$ cat src/rtl/hybrid_ctrl_pkg.sv
// rtl/hybrid_ctrl_pkg.sv - shared types and helpers for the hybrid filter sequencer
package hybrid_ctrl_pkg;

    typedef enum logic [1:0] {
        IDLE,
        FILL,
        COMPUTE,
        RUN
    } ctrl_state_t;

    // Width of the warm-up counter, which must be able to hold VALID_TIME itself.
    function automatic int warm_width(input int valid_time);
        return $clog2(valid_time + 1);
    endfunction

endpackage

$ cat src/rtl/hybrid_phase_cnt.sv
// rtl/hybrid_phase_cnt.sv - downsample phase counter with one-cycle sample tick
module hybrid_phase_cnt #(
    parameter int DSR = 12
) (
    input  logic                   clk,
    input  logic                   rst,
    input  logic                   en,
    input  logic                   clr,
    output logic [$clog2(DSR)-1:0] pos,
    output logic                   tick
);

    localparam int PW = $clog2(DSR);
    localparam logic [PW-1:0] LAST = PW'(DSR - 1);

    // tick is high in the cycle following the wrap edge, so it lines up with pos==0.
    always_ff @(posedge clk) begin
        if (!rst) begin
            pos  <= '0;
            tick <= 1'b0;
        end else if (clr) begin
            pos  <= '0;
            tick <= 1'b0;
        end else if (en) begin
            tick <= (pos == LAST);
            pos  <= (pos == LAST) ? '0 : pos + PW'(1);
        end else begin
            tick <= 1'b0;
        end
    end

endmodule

$ cat src/rtl/hybrid_seq_ctrl.sv
// rtl/hybrid_seq_ctrl.sv - warm-up FSM, warm count and result handshake for the hybrid filter
module hybrid_seq_ctrl
    import hybrid_ctrl_pkg::*;
#(
    parameter int DSR        = 12,
    parameter int COMP_TIME  = 8,
    parameter int VALID_TIME = 9
) (
    input  logic                   clk,
    input  logic                   rst,
    input  logic                   en,
    input  logic                   flush,
    output logic [$clog2(DSR)-1:0] pos,
    output logic                   ds_tick,
    output logic                   valid_compute,
    output logic                   out_valid,
    input  logic                   out_ready,
    output logic                   overrun
);

    localparam int WW = warm_width(VALID_TIME);
    localparam logic [WW-1:0] COMP_W  = WW'(COMP_TIME);
    localparam logic [WW-1:0] VALID_W = WW'(VALID_TIME);

    ctrl_state_t   state;
    ctrl_state_t   state_nx;
    logic [WW-1:0] wc;
    logic [WW-1:0] wc_nx;
    logic          step;

    hybrid_phase_cnt #(
        .DSR (DSR)
    ) u_phase (
        .clk  (clk),
        .rst  (rst),
        .en   (en),
        .clr  (flush),
        .pos  (pos),
        .tick (ds_tick)
    );

    assign step = en && ds_tick;

    // VALID_W is checked before COMP_W so equal thresholds jump straight from FILL to RUN.
    always_comb begin
        wc_nx    = wc;
        state_nx = state;
        if (step && wc != VALID_W) begin
            wc_nx = wc + WW'(1);
        end
        case (state)
            IDLE:    if (en) state_nx = FILL;
            FILL: begin
                if (step && wc_nx == VALID_W)     state_nx = RUN;
                else if (step && wc_nx == COMP_W) state_nx = COMPUTE;
            end
            COMPUTE: if (step && wc_nx == VALID_W) state_nx = RUN;
            RUN:     state_nx = RUN;
            default: state_nx = IDLE;
        endcase
    end

    always_ff @(posedge clk) begin
        if (!rst) begin
            state         <= IDLE;
            wc            <= '0;
            valid_compute <= 1'b0;
            out_valid     <= 1'b0;
            overrun       <= 1'b0;
        end else if (flush) begin
            state         <= en ? FILL : IDLE;
            wc            <= '0;
            valid_compute <= 1'b0;
            out_valid     <= 1'b0;
            overrun       <= 1'b0;
        end else if (en) begin
            state         <= state_nx;
            wc            <= wc_nx;
            valid_compute <= (state_nx == COMPUTE) || (state_nx == RUN);
            // Only ticks that arrive while already in RUN produce results.
            if (state == RUN) begin
                if (ds_tick) begin
                    if (out_valid && !out_ready) begin
                        overrun <= 1'b1;
                    end
                    out_valid <= 1'b1;
                end else if (out_valid && out_ready) begin
                    out_valid <= 1'b0;
                end
            end
        end
    end

endmodule

$ cat config.mk
export PLATFORM = sky130hd
export DESIGN_NAME = hybrid_seq_ctrl
export DESIGN_NICKNAME = d
export VERILOG_FILES = /design/src/rtl/hybrid_ctrl_pkg.sv /design/src/rtl/hybrid_phase_cnt.sv /design/src/rtl/hybrid_seq_ctrl.sv
export SDC_FILE = /design/constraint.sdc
export NUM_CORES = 1
export LEC_CHECK = 0
export BUFFER_PORTS_ARGS = -buffer_cell sky130_fd_sc_hd__buf_2
export CORE_MARGIN = 4
export CORE_UTILIZATION = 40
export DETAILED_ROUTE_END_ITERATION = 12
export GPL_ROUTABILITY_DRIVEN = 0
export HOLD_SLACK_MARGIN = 0.02
export MAX_ROUTING_LAYER = met4
export PLACE_DENSITY = 0.68
export SYNTH_ARGS = -nofsm -noshare
export SYNTH_HDL_FRONTEND = slang
export SYNTH_SLANG_ARGS = --single-unit
$ cat constraint.sdc
create_clock -name clk -period 3.8 [get_ports clk]
set_input_delay 0.19 -clock clk [delete_from_list [all_inputs] [get_ports clk]]
set_output_delay 0.19 -clock clk [all_outputs]
set_load 0.005 [all_outputs]
==> results by group <==
Outcome
  – Run status: complete, no violations

Worst setup path
  – Crit-path slowest cell: dfxtp_1
  – Required time worst endpoint: 4000 ps
  – Critical Path Fanout Max: 8
  – Crit-path leading delay family: flip-flops
  – Crit path launch type: flip-flop
  – CP arrival: between 1500 and 2000 ps
  – Critical path class: reg -> reg
  – Critical path's largest stage delay: about 440 ps
  – CP cell instances: ha_1, and3b_1, mux2i_4, o211ai_2, a311oi_2
  – CP Buf/Inv Count: 0
  – Element type at the critical path end: flip-flop

Synth
  – Seq/Total Area, Yosys: 34.9%
  – Post-synth top flop: dfxtp_1
  – Synth top area share: between 30% and 40%
  – Dominant cells by area after synthesis: dfxtp_1, ha_1, nor2_1
  – Syn_nets: between 90 and 100
  – Synth warn: 0
  – Synth Instances: around 90
  – Syn_area_per_cell: roughly 9.1 um2
  – Synth Cell Area: around 800 um2
  – Asr flop ratio synth: 0%
  – Number of flops mapped to enable cells by yosys: 0
  – FF+latch count, synth: 14
  – Most area-hungry cell type in the Yosys netlist: dfxtp_1
  – Distinct cells, synth: 39

Clock tree
  – Clk slew on worst S/H paths: around 80 ps
  – Clk_lat worst skew: around 280 ps
  – Post_cts resized: 0
  – TritonCTS Buffers: 3
  – Post-CTS setup buffers: 0
  – CTS Sinks: 14
  – Hold Buf Count CTS: 0
  – Clock buffer depth: 2
  – H-tree levels: 1
  – Root Buffer: clkbuf_4
  – CTS tree: yes

Pwr
  – Pwr Total: 248 uW
  – VDD IR max: 0.000209 V
  – Pleak: about 0.00034 uW
  – Power Density: 279 nW/um2

STA
  – RSZ-0062 raised after global routing: no
  – Fmax: 561 MHz
  – Clock Skews: between 1 and 1.5 ps
  – Normalized max-slew margin: approximately 65%
  – Period utilization: roughly 47%
  – Setup TNS: 0 ps
  – Final Hold Viols: 0
  – Final setup vio count: 0
  – Worst slew pin tran: around 530 ps
  – Final slew viol count: 0
  – Fin crit period: around 1800 ps

Finish
  – Most frequent cells in the layout: dfxtp_1, buf_2, nor2_1
  – Ant. Diodes: 0
  – Layout area overhead: 11.1%
  – Fillers: around 190
  – Share of layout cells above drive strength 1: between 20% and 30%
  – Layout Nets: ~110
  – Most common cell after layout, fill and taps aside: dfxtp_1

Placed design
  – DP HPWL: roughly 1200 um
  – Port-buffer cells: 12

Floorplan
  – Core region area: 1820 um2
  – Initial Util: around 44%
  – I/O pin total: 13
  – Die width: between 50 and 60 um
  – Die area: ~2800 um2
  – Die Height: around 53 um
  – # rows: 15

Min path
  – Hold/Removal Path Class: in -> reg

Detailed routing
  – Wire length per cell: around 13 um
  – Vias/cell: 5.48
  – Detailed-route via count: 680
  – Remaining DRCs: 0
  – Final wirelength: between 1500 and 2000 um
  – Initial DRC Count: 2
  – Final ANT Viol Nets: 0
  – DR pass1 iterations: 4

GRT
  – Initial antenna violation count: 0
  – Vias in the first global route: between 600 and 700
  – Total global routing overflow: 0
  – All-layer global routing usage: 15.1%
  – First-pass GRT wire length: 3020 um
  – Largest net degree at the start of global routing: 18

Run
  – Max_cap viols: 0
==> final cells by class <==
cell class | count | area, um2 | share of cell area [%]
timing repair buffer | 12 | 60.1 | 6.74
multi-input combinational | 67 | 485 | 54.5
sequential | 14 | 280 | 31.5
tap | 25 | 31.3 | 3.51
inverter | 3 | 11.3 | 1.26
clock buffer | 3 | 22.5 | 2.53
==> registers in the layout (all words and copies together) (netlist names) <==
register / cells
out_valid: 1
overrun: 1
state: 2
u_phase.pos: 4
u_phase.tick: 1
valid_compute: 1
wc: 4
==> synthesized netlist by cell type (all sizes together) (3+ instances only) <==
library cell	n
dfxtp	14
nor2	9
a21oi	5
nand2	4
and3b	3
buf	3
ha	3
inv	3
mux2i	3
nand3b	3
nor3b	3
o211ai	3
o21ai	3
==> worst reg2reg max path: stages, from the launching register on <==
cell	delay, ps
dfxtp_1	440
ha_1	230
and3b_1	350
mux2i_4	300
o211ai_2	120
a311oi_2	260
==> stage by stage <==
step                hold slack (ps)  cells  worst slack [ps]  util [%]  area, um2
finish                          158    124              2020      48.9        891
global placement                447    121              2110      47.7        868
detailed placement              455    121              2030      47.7        868
floorplan                       333     88              2240         -        802
CTS                             153    124              2010      48.9        891
global route                    161    124              1860      48.9        891
==> metal layers <==
layer | global-route usage, % | vias up | part of all wire [%] | wire (um)
li1 | - | 347 | - | -
met1 | 18.6 | 318 | 48 | 757
met2 | 22.9 | 11 | 47 | 733
met3 | 5.13 | 4 | 3.9 | 62
met4 | 5.11 | 0 | 1.3 | 21
met5 | - | - | 0 | 0
==> worst paths after layout <==
kind / startpoint / end / slack, ps / depth (start not counted)
max: wc[0] / valid_compute / 2020 / 5
min reg2reg: out_valid / out_valid / 480 / 2
min: rst / state[0] / 160 / 3
max reg2reg: wc[0] / valid_compute / 2020 / 5
==> cells by family after synthesis <==
kind of cell / synth area share (%)
muxes: 6.71
xor gates and xnor gates: 2.18
and+or+nand+nor: 27.8
AOI/OAI and AO/OA: 19.2
buffers and inverters: 4.52
DFF: 34.9
adders and majority gates: 4.68
==> power by group <==
part | leakage, uW | switching, uW | internal (uW)
Clock | 0.0000138 | 47.0 | 36.8
Combinational | 0.000218 | 8.13 | 5.93
Sequential | 0.000113 | 2.28 | 148
Note: power is estimated with default switching activity, not from simulation.
